[src/rtl/mem_port_arbiter_pkg.sv]
`default_nettype none
// ============================================================================
// Module : mem_port_arbiter_pkg
// Brief  : Shared state and owner encodings for the memory port arbiter.
// Rev    : 1.0 - initial release
// ============================================================================
package mem_port_arbiter_pkg;

    typedef enum logic [1:0] {
        ARB_IDLE      = 2'd0,
        ARB_WAIT_GNT  = 2'd1,
        ARB_WAIT_RESP = 2'd2
    } arb_state_e;

    typedef enum logic {
        OWNER_IF  = 1'b0,
        OWNER_LSU = 1'b1
    } mem_owner_e;

    localparam int STARVE_CNT_W = 4;

endpackage
`default_nettype wire

[src/rtl/mem_port_arbiter_starve_counter.sv]
`default_nettype none
// ============================================================================
// Module : arb_starve_counter
// Brief  : Saturating count of LSU wins while IF waits; flags the limit.
// Rev    : 1.0 - initial release
// ============================================================================
module arb_starve_counter
    import mem_port_arbiter_pkg::*;
#(
    parameter int STARVE_LIMIT = 4
) (
    input  logic clk,
    input  logic rst,
    input  logic inc,
    input  logic clr,
    output logic limit_hit
);

    localparam logic [STARVE_CNT_W-1:0] c_LIMIT = STARVE_CNT_W'(STARVE_LIMIT);

    logic [STARVE_CNT_W-1:0] r_cnt;

    always_ff @(posedge clk or posedge rst) begin
        if (rst) begin
            r_cnt <= '0;
        end else if (clr) begin
            r_cnt <= '0;
        end else if (inc && (r_cnt != c_LIMIT)) begin
            r_cnt <= r_cnt + 1'b1;
        end
    end

    assign limit_hit = (r_cnt == c_LIMIT);

endmodule
`default_nettype wire

[src/rtl/mem_port_arbiter.sv]
`default_nettype none
// ============================================================================
// Module : mem_port_arbiter
// Brief  : Shares one memory port between IF and LSU, one transaction in flight.
// Rev    : 1.0 - initial release
// ============================================================================
module mem_port_arbiter
    import mem_port_arbiter_pkg::*;
#(
    parameter int ADDR_W       = 64,
    parameter int DATA_W       = 64,
    parameter int STARVE_LIMIT = 4
) (
    input  logic                clk,
    input  logic                rst,
    input  logic                if_req_i,
    input  logic [ADDR_W-1:0]   if_addr_i,
    output logic                if_gnt_o,
    output logic                if_rvalid_o,
    output logic [DATA_W-1:0]   if_rdata_o,
    input  logic                lsu_req_i,
    input  logic                lsu_we_i,
    input  logic [ADDR_W-1:0]   lsu_addr_i,
    input  logic [DATA_W-1:0]   lsu_wdata_i,
    input  logic [DATA_W/8-1:0] lsu_be_i,
    output logic                lsu_gnt_o,
    output logic                lsu_rvalid_o,
    output logic [DATA_W-1:0]   lsu_rdata_o,
    output logic                mem_req_o,
    output logic                mem_we_o,
    output logic [ADDR_W-1:0]   mem_addr_o,
    output logic [DATA_W-1:0]   mem_wdata_o,
    output logic [DATA_W/8-1:0] mem_be_o,
    input  logic                mem_gnt_i,
    input  logic                mem_rvalid_i,
    input  logic [DATA_W-1:0]   mem_rdata_i,
    output logic                protocol_err_o
);

    arb_state_e          r_state;
    arb_state_e          w_state_nxt;
    mem_owner_e          r_owner;
    logic                r_we;
    logic [ADDR_W-1:0]   r_addr;
    logic [DATA_W-1:0]   r_wdata;
    logic [DATA_W/8-1:0] r_be;
    logic                r_proto_err;

    logic w_arb_en;
    logic w_if_win;
    logic w_if_gnt;
    logic w_lsu_gnt;
    logic w_resp;
    logic w_limit_hit;

    arb_starve_counter #(
        .STARVE_LIMIT (STARVE_LIMIT)
    ) u_starve (
        .clk       (clk),
        .rst       (rst),
        .inc       (w_lsu_gnt && if_req_i),
        .clr       (w_if_gnt),
        .limit_hit (w_limit_hit)
    );

    always_ff @(posedge clk or posedge rst) begin
        if (rst) begin
            r_state <= ARB_IDLE;
        end else begin
            r_state <= w_state_nxt;
        end
    end

    // Arbitration is open in IDLE and on the response cycle, which lets a
    // waiting requester go back-to-back without an idle bubble.
    always_comb begin
        w_arb_en    = (r_state == ARB_IDLE) ||
                      ((r_state == ARB_WAIT_RESP) && mem_rvalid_i);
        w_if_win    = if_req_i && (!lsu_req_i || w_limit_hit);
        w_if_gnt    = w_arb_en && w_if_win;
        w_lsu_gnt   = w_arb_en && lsu_req_i && !w_if_win;
        w_resp      = (r_state == ARB_WAIT_RESP) && mem_rvalid_i;
        w_state_nxt = r_state;
        case (r_state)
            ARB_IDLE: begin
                if (w_if_gnt || w_lsu_gnt) w_state_nxt = ARB_WAIT_GNT;
            end
            ARB_WAIT_GNT: begin
                if (mem_gnt_i) w_state_nxt = ARB_WAIT_RESP;
            end
            ARB_WAIT_RESP: begin
                if (mem_rvalid_i)
                    w_state_nxt = (w_if_gnt || w_lsu_gnt) ? ARB_WAIT_GNT : ARB_IDLE;
            end
            default: w_state_nxt = ARB_IDLE;
        endcase
    end

    always_ff @(posedge clk or posedge rst) begin
        if (rst) begin
            r_owner     <= OWNER_IF;
            r_we        <= 1'b0;
            r_addr      <= '0;
            r_wdata     <= '0;
            r_be        <= '0;
            r_proto_err <= 1'b0;
        end else begin
            if (w_if_gnt) begin
                r_owner <= OWNER_IF;
                r_we    <= 1'b0;
                r_addr  <= if_addr_i;
                r_wdata <= '0;
                r_be    <= '1;
            end else if (w_lsu_gnt) begin
                r_owner <= OWNER_LSU;
                r_we    <= lsu_we_i;
                r_addr  <= lsu_addr_i;
                r_wdata <= lsu_wdata_i;
                r_be    <= lsu_be_i;
            end
            // A response with nothing outstanding is dropped and latched as an error.
            if (mem_rvalid_i && (r_state != ARB_WAIT_RESP))
                r_proto_err <= 1'b1;
        end
    end

    assign if_gnt_o       = w_if_gnt;
    assign lsu_gnt_o      = w_lsu_gnt;
    assign if_rvalid_o    = w_resp && (r_owner == OWNER_IF);
    assign lsu_rvalid_o   = w_resp && (r_owner == OWNER_LSU);
    assign if_rdata_o     = if_rvalid_o  ? mem_rdata_i : '0;
    assign lsu_rdata_o    = lsu_rvalid_o ? mem_rdata_i : '0;
    assign mem_req_o      = (r_state == ARB_WAIT_GNT);
    assign mem_we_o       = r_we;
    assign mem_addr_o     = r_addr;
    assign mem_wdata_o    = r_wdata;
    assign mem_be_o       = r_be;
    assign protocol_err_o = r_proto_err;

endmodule
`default_nettype wire

[config.mk]
export PLATFORM = sky130hd
export DESIGN_NAME = mem_port_arbiter
export DESIGN_NICKNAME = d
export VERILOG_FILES = /design/src/rtl/mem_port_arbiter_pkg.sv /design/src/rtl/mem_port_arbiter_starve_counter.sv /design/src/rtl/mem_port_arbiter.sv
export SDC_FILE = /design/constraint.sdc
export NUM_CORES = 1
export LEC_CHECK = 0
export CORE_AREA = 2 2 210 212
export DETAILED_ROUTE_END_ITERATION = 16
export DIE_AREA = 0 0 212 214
export DONT_BUFFER_PORTS = 1
export SYNTH_ARGS = -nofsm -noshare
export SYNTH_HDL_FRONTEND = slang
export SYNTH_SLANG_ARGS = --single-unit
[constraint.sdc]
create_clock -name clk -period 9 [get_ports clk]
set_input_delay 1.8 -clock clk [delete_from_list [all_inputs] [get_ports clk]]
set_output_delay 1.8 -clock clk [all_outputs]
set_load 0.02 [all_outputs]
# ---- After elaboration in Yosys (flattened, before gate mapping)
# Cells that the tools add are included.
# W data, S select, Z words.
dict set report totals {
  reg_bits 145
  input_bits 271
  output_inout_bits 271
  wordCells 56
}
dict set report classes {
  addsub 1
  eq_ne 8
  mux 19
  bitwise 1
  n_reduce_logical 19
}
# cell count
set op_table {}
lappend op_table {{$mux W64} 6}
lappend op_table {{$mux W8} 2}
lappend op_table {{$logic_and A1 B1 Y1} 10}
lappend op_table {{$mux W4} 2}
lappend op_table {{$mux W2} 3}
lappend op_table {{$pmux W2 S3} 1}
lappend op_table {{$mux W1} 5}
lappend op_table {{$add A4 B1 Y4 const B} 1}
lappend op_table {{$eq A4 B3 Y1 const B} 1}
lappend op_table {{$ne A2 B1 Y1 const B} 2}
lappend op_table {{$ne A2 B2 Y1 const B} 2}
lappend op_table {{$ne A4 B3 Y1 const B} 1}
lappend op_table {{$reduce_bool A2 Y1} 2}
lappend op_table {{$logic_or A1 B1 Y1} 3}
lappend op_table {{$reduce_and A3 Y1} 1}
lappend op_table {{$eq A2 B1 Y1 const B} 1}
lappend op_table {{$eq A2 B2 Y1 const B} 1}
lappend op_table {{$logic_not A1 Y1} 2}
lappend op_table {{$logic_not A2 Y1} 1}
lappend op_table {{$not A1 Y1} 1}

# ---- Logic depth before layout (Yosys ltp)
# Gate-level depths: netlist of the first run.
dict set report logic_depth {
  word_depth 9
  mapped_depth 8
  mapped_depth_nobuf 6
}

# ---- Modules after synthesis
# A second synthesis of the first run with hierarchy kept.
dict set report unflattened {
  hier_cells 825
  hier_area_um2 8020.2
}
# mod n_inst cells_each area_each_um2 seq_area_each_um2
set modules_own_cells {}
lappend modules_own_cells {mem_port_arbiter 1 800 7782.5 3528.4}
lappend modules_own_cells {arb_starve_counter 1 25 237.7 100.1}

# ---- Worst setup path after synthesis of the first run
# OpenSTA, ideal clock, no wires.
dict set report synth_path {
  path_type {in2out}
  start {input port lsu_req_i}
  end {output port lsu_gnt_o}
  arrival_ns 3.079
  required_ns 7.200
  slack_ns 4.121
  path_stages 6
  n_path_buf 3
  cell_sequence {buf_2 nor2b_1 buf_2 clkbuf_1 nand2_1 a21oi_1}
}
dict set report synth_via {
  elab_chain_len 5
  word_cells_on_any_way 6
  cone_classes {reduce/logical: 6}
}
# element line_no
set synth_rtl {}
lappend synth_rtl {{from (decl)} mem_port_arbiter.sv:21} ;# input logic lsu_req_i,
lappend synth_rtl {{$logic_not A1 Y1} mem_port_arbiter.sv:79} ;# w_if_win = if_req_i && (!lsu_req_i || w_limit_hit);
lappend synth_rtl {{$logic_or A1 B1 Y1} mem_port_arbiter.sv:79}
lappend synth_rtl {{$logic_and A1 B1 Y1} mem_port_arbiter.sv:79}
lappend synth_rtl {{$logic_not A1 Y1} mem_port_arbiter.sv:81} ;# w_lsu_gnt = w_arb_en && lsu_req_i && !w_if_win;
lappend synth_rtl {{$logic_and A1 B1 Y1 *} mem_port_arbiter.sv:81}
lappend synth_rtl {{to (decl)} mem_port_arbiter.sv:26} ;# output logic lsu_gnt_o,
# Mark *: on every way between the ends. The rest lies on a longest branch, timed or not.

# ---- Final worst setup path of the first run
dict set report layout_path {
  start {input port mem_rvalid_i}
  end {output port lsu_gnt_o}
}
dict set report layout_via {
  elab_chain_len 4
}
# element line_no
set layout_rtl {}
lappend layout_rtl {{from (decl)} mem_port_arbiter.sv:35} ;# input logic mem_rvalid_i,
lappend layout_rtl {{$logic_and A1 B1 Y1} mem_port_arbiter.sv:78} ;# ((r_state == ARB_WAIT_RESP) && mem_rvalid_i);
lappend layout_rtl {{$logic_or A1 B1 Y1} mem_port_arbiter.sv:77} ;# w_arb_en = (r_state == ARB_IDLE) ||
lappend layout_rtl {{$logic_and A1 B1 Y1 (2 in a row)} mem_port_arbiter.sv:81}
# Every way passes these cells.

==> results.md, run 1 <==
- CP max FO: 57
- GR Overflow Total: 0
- Initial antenna violation count: 9
- Largest net degree at the start of global routing: 94
- Fin. Hold Viols: 0
- Mapped Nets: 1186
- GPL Wtd Cong: 0.772
- Total number of vias: approximately 7300
- Global-route wire length before repair: between 40000 and 50000 µm
- Max_cap viols: 0
- Detailed Place HPWL: ~22000 µm
- Synth unique cells: 33
- Synthesized netlist cell count: 913
- Clk sink count: between 100 and 150
- Post-synthesis register bit count: between 100 and 150
- Leak: 3.16 nW
- Full die area: 45400 µm²
- Post_cts resized: 0
- DRT antenna net count: 0
- Slowest cell on crit path: a21oi_1
- Post-CTS Hold Fix Bufs: 0
- Longest Clk Path Bufs: 2
- Number of post-CTS setup repair buffers: 0
- # DRC: 0
- Synth Flop Type: dfrtp_1
- Crit-path max cell delay: 0.65 ns
- Period utilization: 55.4%
- Starting density of the core: 18.5%
- Delay-heaviest family, CP: simple AND/OR/NAND/NOR gates
- EDFF count, synth: 0
- Area leader, netlist: dfrtp_1
- Slew margin rel.: 29.7%
- Yosys warns: 0
- Area grow syn2layout: 11.2%
- Total GRT Usage: between 10% and 20%
- # port buffers: 0
- Avg Inst Size Synth: 8.71 µm²
- Crit start category: primary input
- Detailed Route Iter0 Violations: around 760
- VDD IR max: between 0.2 and 0.25 mV
- Arr. time, crit path: ~3.2 ns
- Post-synthesis sequential area ratio: around 46%
- Worst Skew: 0.0219 ns
- Routed WL per cell: 23.2 µm
- Layout cell share with drive strength beyond 1: under 10%
- Worst Path Buf+Inv: 0
- Num CTS Buffers: 17
- Hold Crit Class: reg -> reg
- Ports: 542
- Site row count: 76
- Crit path cell chain: nand2b_4 -> nand2_1 -> a21oi_1
- Tmin final: 4.99 ns
- RSZ-0062 raised after global routing: false
- Post-Route WL: 33100 µm
- Worst-path clk slew: 0.07 ns
- Pwr Density: 359 nW/µm²
- Slew Limit Fails: 0
- CP Class: in -> out
- Mapped Area: 7950 µm²
- Drt via density: 5.14
- Root Buffer: clkbuf_16
- Final Net Count: 1096
- Pre-Repair DR Iteration Count: 6
- Worst Tran Pin Value: 1.06 ns
- Crit path capture type: output pin
- Setup-failing EPs final: 0
- WHS: 0.556 ns
- Total core area: 42900 µm²
- CTS tree: done
- H-Tree Depth: 4
- Worst Path Required: 7.20 ns
- Post-layout util: 20.6%
- Synth top area cells: dfrtp_1 (46%), and2_1 (10%), nand3_1 (9.3%), o21ai_0 (8.9%), a2111oi_0 (7.0%)
- Setup TNS: 0 ns
- Fraction of registers with async set/reset: 100%
- Clk Latency, worst-skew pair: ~0.47 ns
- Fmax: 201 MHz
- Post-synth top area share: 45.6%
- Status: complete, no violations
- DIE HEIGHT: 214 µm
- Die width: 212 µm
- Number of global-route vias before repair: 6858
## Yosys cell counts, types with 2 or more instances
cell type / instances
nand3_1: 147
dfrtp_1: 145
o21ai_0: 141
and2_1: 129
clkbuf_1: 97
a21oi_1: 67
a2111oi_0: 64
a31oi_1: 64
buf_2: 10
buf_6: 9
nand2b_1: 6
buf_4: 4
inv_1: 4
nor2b_1: 4
nand2_1: 3
ha_1: 2
## layout make-up
type                            count  area, µm²
Tap cell                          585        732
Clock inverter                     13        120
Inverter                            5       23.8
Clock buffer                       19        443
Sequential cell                   145       3630
Antenna cell                        5       12.5
Timing Repair Buffer               12       90.1
Multi-Input combinational cell    642       3790
Fill cell                        4703      34000
## cells by family after synthesis
kind of cell | share of synthesized area, %
AO/OA/AOI/OAI | 26.0
adder cells (fa/ha/maj) | 0.315
buffers and inverters | 7.14
flip-flops | 45.6
AND/OR/NAND/NOR | 20.9
## cell usage in the layout (no fill, tap or decap), types with 2 or more instances in the layout
cell type   instances
and2_1            129
clkinvlp_4          3
a21oi_1            67
nor2b_1             2
clkbuf_16          17
buf_4              12
nand2b_1            3
a31oi_1            64
clkinv_4            4
a2111oi_0          64
ha_1                2
inv_6               5
nor2b_4             2
dfrtp_1           145
nand2_1             3
nand2b_4            2
diode_2             5
inv_1               3
nand3_1           147
o21ai_0           141
## worst paths after layout
| check | cells past startpoint | to | slack (ns) | startpoint |
|---|---|---|---|---|
| min reg2reg | 2 | r_owner | 0.56 | r_owner |
| min | 2 | r_owner | 0.56 | r_owner |
| max reg2reg | 5 | mem_addr_o[37] | 5.56 | r_state[1] |
| max | 3 | lsu_gnt_o | 4.01 | mem_rvalid_i |
| min in group asynchronous | 1 | mem_wdata_o[47] | 1.30 | rst |
| max in group asynchronous | 2 | mem_addr_o[55] | 6.21 | rst |
## per-layer routing
| metal | GRT usage, % | vias to the layer above | routed length, µm |
|---|---|---|---|
| met1 | 17.0 | 3669 | 13200 |
| li1 | - | 3176 | - |
| met2 | 20.1 | 424 | 14900 |
| met4 | 5.35 | 12 | 649 |
| met5 | 0 | - | 83 |
| met3 | 7.46 | 45 | 4250 |
## state kept, by name, summed over array words and instances (netlist names)
signal and flops:
mem_wdata_o 64, r_state 2, r_owner 1, mem_be_o 8, u_starve.r_cnt 4, protocol_err_o 1
mem_we_o 1, mem_addr_o 64
## worst min-delay path: cells and delay by family, from the launching register on
kind,cells,cell delay (ns)
AOI/OAI and AO/OA,1,0.05
DFF,1,0.39
and+or+nand+nor,1,0.08
## stage by stage
step	area, µm²	std cells	setup slack (ns)	power [mW]
6_report	8840	1426	4.01	3.18
5_1_grt	8840	1424	3.75	3.37
4_1_cts	8830	1421	3.92	3.21
3_5_place_dp	8270	1389	3.93	2.49
3_3_place_gp	8270	1389	3.91	2.45
2_1_floorplan	7950	913	3.31	2.21
## power by group
part / internal [mW] / switching [mW] / leakage [nW]
Sequential: 0.949 / 0.591 / 1.77
Clock: 0.368 / 0.329 / 0.266
Combinational: 0.292 / 0.647 / 1.12
(Power assumes the default switching activity.)
==> run 2, diff against run 1 <==
==> constraint.sdc (replaced) <==
create_clock -name clk -period 5.15 [get_ports clk]
set_input_delay 1.03 -clock clk [delete_from_list [all_inputs] [get_ports clk]]
set_output_delay 1.03 -clock clk [all_outputs]
set_load 0.02 [all_outputs]
==> run 2 against run 1 <==
Net effect: global-route usage rose by 0.069 points; sequential cell count did not move; die area did not move; core utilization rose by 0.22 points; register-to-register slack got worse by 3.2 ns; critical path depth did not move; sequential share of layout area fell by 0.44 points; power rose by 80%; clock-buffer cell count rose by 1; wire length rose by 0.80%; clock power rose by 97%; cell count rose by 0.14%; critical endpoint is now lsu_rdata_o[42].
==> results.md, run 2 (same netlist as run 1, synthesis figures left out) <==
- Post-CTS Hold Fix Bufs: 0
- CTS tree: done
- Root Buffer: clkbuf_16
- CP max FO: 65
- Post_cts resized: 0
- Number of global-route vias before repair: between 6000 and 7000
- Slew margin rel.: 35.4%
- Crit path capture type: output pin
- Total number of vias: around 7400
- Worst reg2reg setup slack: 2.32 ns
- Total core area: 42900 µm²
- # DRC: 0
- Setup TNS: 0 ns
- Design area: 8940 µm²
- Max_cap viols: 0
- Post-Route WL: 33300 µm
- Fin. Hold Viols: 0
- WHS: 0.532 ns
- Setup-failing EPs final: 0
- Crit-path max cell delay: 0.87 ns
- Status: complete, no violations
- Site row count: 76
- Delay-heaviest family, CP: simple AND/OR/NAND/NOR gates
- GPL Wtd Cong: 0.790
- Placement Setup Slack: 1.88 ns
- Number of post-CTS setup repair buffers: 0
- Starting density of the core: ~19%
- Most frequent cells in the layout: nand3_1 (147), dfrtp_1 (145), o21ai_0 (141)
- Post-layout util: between 20% and 30%
- Longest Clk Path Bufs: 2
- Ports: 542
- Routed WL per cell: 23.3 µm
- Initial antenna violation count: 12
- Layout cell share with drive strength beyond 1: 6.79%
- Leak: about 3.2 nW
- Crit path cell chain: inv_1 -> and4_2 -> and2_1
- Tot Pwr: 5.73 mW
- Crit start category: flip-flop
- # placed instances: 1392
- Worst Setup Slack, final: 1.63 ns
- Worst Skew: 0.0121 ns
- Placed Area: 8300 µm²
- Drt via density: 5.17
- H-Tree Depth: 4
- # port buffers: 0
- Final Net Count: 1099
- Worst Path Buf+Inv: 1
- Clk Latency, worst-skew pair: around 0.47 ns
- Full die area: 45400 µm²
- Clk sink count: 145
- Slew Limit Fails: 0
- Global-route wire length before repair: 46300 µm
- CP Class: reg -> out
- Area grow syn2layout: 12.4%
- Hold Crit Class: in -> async
- Slowest cell on crit path: and4_2
- Tmin final: 3.52 ns
- VDD IR max: 0.273 mV
- Detailed Route Iter0 Violations: 766
- Worst Tran Pin Value: 0.968 ns
- Total GRT Usage: 13.9%
- Pwr Density: 641 nW/µm²
- RSZ-0062 raised after global routing: false
- Largest net degree at the start of global routing: 207
- DRT antenna net count: 0
- Num CTS Buffers: 17
- Period utilization: 68.3%
- Detailed Place HPWL: between 20000 and 25000 µm
- Worst Path Required: 4.12 ns
- Arr. time, crit path: 2.49 ns
- Die width: 212 µm
- Fmax: 284 MHz
- Worst-path clk slew: 0.07 ns
- DIE HEIGHT: 214 µm
- Fillers: 4679
- Commonest non-fill, non-tap cell in the layout: nand3_1
- GR Overflow Total: 0
- Final non-filler cell total: 1428
- Pre-Repair DR Iteration Count: 5
-- run 2: final timing paths --
path / cells after the start / to / start
hold / removal: 1 / mem_wdata_o[45] / rst
hold reg to reg: 2 / r_owner / r_owner
min in group clk: 2 / r_owner / r_owner
max in group asynchronous: 2 / mem_addr_o[54] / rst
setup reg to reg: 4 / r_state[0] / r_state[0]
setup / recovery: 3 / lsu_rdata_o[42] / r_state[0]
-- run 2: power by group --
| part | total, mW | switching (mW) | internal [mW] |
|---|---|---|---|
| sequential | 2.70 | 1.04 | 1.66 |
| combinational | 1.65 | 1.14 | 0.519 |
| clock | 1.37 | 0.574 | 0.799 |
| total | 5.73 | 2.75 | 2.98 |
-- run 2: per-layer routing --
layer / part of all wire, % / track usage (%)
met5: 0.44 / 0
met4: 1.5 / 4.34
met3: 13 / 7.52
met2: 44 / 19.7
met1: 41 / 17.9
-- run 2: cell type report --
class / instances / area [µm²] / area share, %
antenna: 4 / 10.0 / 0.112
inverter: 5 / 23.8 / 0.266
sequential: 145 / 3630 / 40.6
clock buffer: 20 / 457 / 5.11
timing repair buffer: 15 / 125 / 1.40
clock inverter: 12 / 170 / 1.90
tap: 585 / 732 / 8.19
multi-input combinational: 642 / 3790 / 42.4
-- run 2: worst reg2reg max path, delay by kind of cell, from the launching register on --
family                 cells  cell delay [ns]
and+or+nand+nor            1             0.76
AOI/OAI and AO/OA          2             0.61
DFF                        1             0.56
buffers and inverters      1             0.73
==> run 3, diff against run 2 <==
==> constraint.sdc (replaced) <==
create_clock -name clk -period 3.7 [get_ports clk]
set_input_delay 0.74 -clock clk [delete_from_list [all_inputs] [get_ports clk]]
set_output_delay 0.74 -clock clk [all_outputs]
set_load 0.02 [all_outputs]
==> run 3 against run 2 <==
Net effect: clock power up 26%; via count down 0.16%; clock-buffer cell count down 3; critical path depth unchanged; power up 35%; non-clock buffer count unchanged; clock skew up 0.0029 ns.
==> results.md, run 3 (same netlist as run 1, synthesis figures left out) <==
- Leak: 3.19 nW
- Layout cell share with drive strength beyond 1: 6.69%
- Clk sink count: 145
- DIE HEIGHT: about 210 µm
- Initial antenna violation count: 14
- Total GRT Usage: 13.6%
- Slew margin rel.: 20.3%
- Period utilization: 81.9%
- Post_cts resized: 0
- Psw: 3.73 mW
- Number of post-CTS setup repair buffers: 0
- Internal Pwr Total: ~4.0 mW
- RSZ-0062 raised after global routing: false
- # DRC: 0
- Comb pwr share: 29.3%
- Longest Clk Path Bufs: 2
- Delay-heaviest family, CP: simple AND/OR/NAND/NOR gates
- Crit start category: flip-flop
- Site row count: 76
- DRT antenna net count: 0
- Ports: 542
- Final non-filler cell total: 1436
- Starting density of the core: a little under a fifth
- Fmax: 330 MHz
- Number of global-route vias before repair: 6934
- # port buffers: 0
- Pre-Repair DR Iteration Count: 5
- CP max FO: 65
- Total number of vias: around 7400
- Crit path capture type: output pin
- Slew Limit Fails: 0
- Crit-path max cell delay: 0.84 ns
- Clock power frac: 22.2%
- Most frequent cells in the layout: nand3_1 (147), dfrtp_1 (145), o21ai_0 (141)
- Crit path cell chain: inv_1 -> and4_2 -> and2_1
- Routed WL per cell: ~22 µm
- Slowest cell on crit path: and4_2
- Root Buffer: clkbuf_16
- VDD IR max: 0.409 mV
- Tmin final: 3.03 ns
- Total core area: between 40000 and 50000 µm²
- Die width: 212 µm
- Global-route wire length before repair: 46200 µm
- CTS tree: done
- Area grow syn2layout: 12.6%
- Post-CTS Hold Fix Bufs: 0
- Commonest non-fill, non-tap cell in the layout: nand3_1
- Worst Tran Pin Value: 1.16 ns
- # placed instances: 1392
- Final Net Count: 1099
- Setup TNS: 0 ns
- Arr. time, crit path: 2.29 ns
- Tot Pwr: 7.76 mW
- CP Class: reg -> out
- Drt via density: 5.13
- Full die area: 45400 µm²
- Detailed Route Iter0 Violations: 682
- Worst Path Required: just under 3 ns
- Hold Crit Class: in -> async
- Num CTS Buffers: 17
- Setup-failing EPs final: 0
- GPL Wtd Cong: 0.790
- Worst Path Buf+Inv: 1
- WHS: 0.151 ns
- Net Sw Frac: between 40 and 50%
- GR Overflow Total: 0
- Sequential share of power: between 40% and 50%
- Worst-path clk slew: 0.07 ns
- Worst Skew: 0.0150 ns
- Post-Route WL: roughly 32000 µm
- H-Tree Depth: 4
- Clk Latency, worst-skew pair: 0.47 ns
- Fin. Hold Viols: 0
- Status: complete, no violations
- Pwr Density: 867 nW/µm²
- Max_cap viols: 0
- Detailed Place HPWL: 23000 µm
- Largest net degree at the start of global routing: 141
-- run 3: cell count changes in the layout (fill, tap and decap cells not counted), moves of 2 or more --
cell and change:
buf_12 +3, clkinv_2 +3, diode_2 +10, inv_8 -2, clkinv_4 +4, inv_6 -4
clkbuf_8 -2, buf_4 -3
-- run 3: worst paths after layout --
kind	from	to	slack [ns]	cells past startpoint
max in group asynchronous	rst	u_starve.r_cnt[2]	2.83	2
min in group clk	mem_rvalid_i	protocol_err_o	0.39	1
worst max register to register	u_starve.r_cnt[0]	mem_addr_o[41]	1.04	6
worst min register to register	u_starve.r_cnt[3]	u_starve.r_cnt[3]	0.57	1
worst max-delay path	r_state[0]	lsu_rdata_o[50]	0.67	3
worst min-delay path	rst	mem_addr_o[12]	0.15	1
-- run 3: power groups by stage --
stage	sequential (mW)	clock (mW)	combinational, mW
floorplan	3.52	0	1.86
CTS	3.76	1.79	2.27
detailed placement	3.77	0	2.28
finish	3.76	1.72	2.28
global route	3.85	1.83	2.54
global placement	3.77	0	2.19
-- run 3: metrics by stage --
stage,area [µm²],setup WS [ns],utilization [%]
detailed placement,8350,1.01,19.5
global route,8930,0.487,20.8
finish,8950,0.668,20.9
floorplan,7960,0.941,-
CTS,8920,0.652,20.8
global placement,8350,1.09,19.5
-- run 3: layer usage --
layer | track usage (%) | share of wire (%) | vias up
met5 | 0 | 0.33 | -
met4 | 5.70 | 1.8 | 16
met3 | 7.80 | 13 | 49
met2 | 19.9 | 45 | 433
met1 | 16.1 | 40 | 3677
li1 | - | - | 3192
-- run 3: final cells by class --
class / count / area (µm²)
Antenna cell: 14 / 35.0
Clock buffer: 17 / 425
Clock inverter: 13 / 141
Fill cell: 4739 / 33900
Inverter: 5 / 22.5
Multi-Input combinational cell: 642 / 3800
Sequential cell: 145 / 3630
Tap cell: 585 / 732
Timing Repair Buffer: 15 / 163
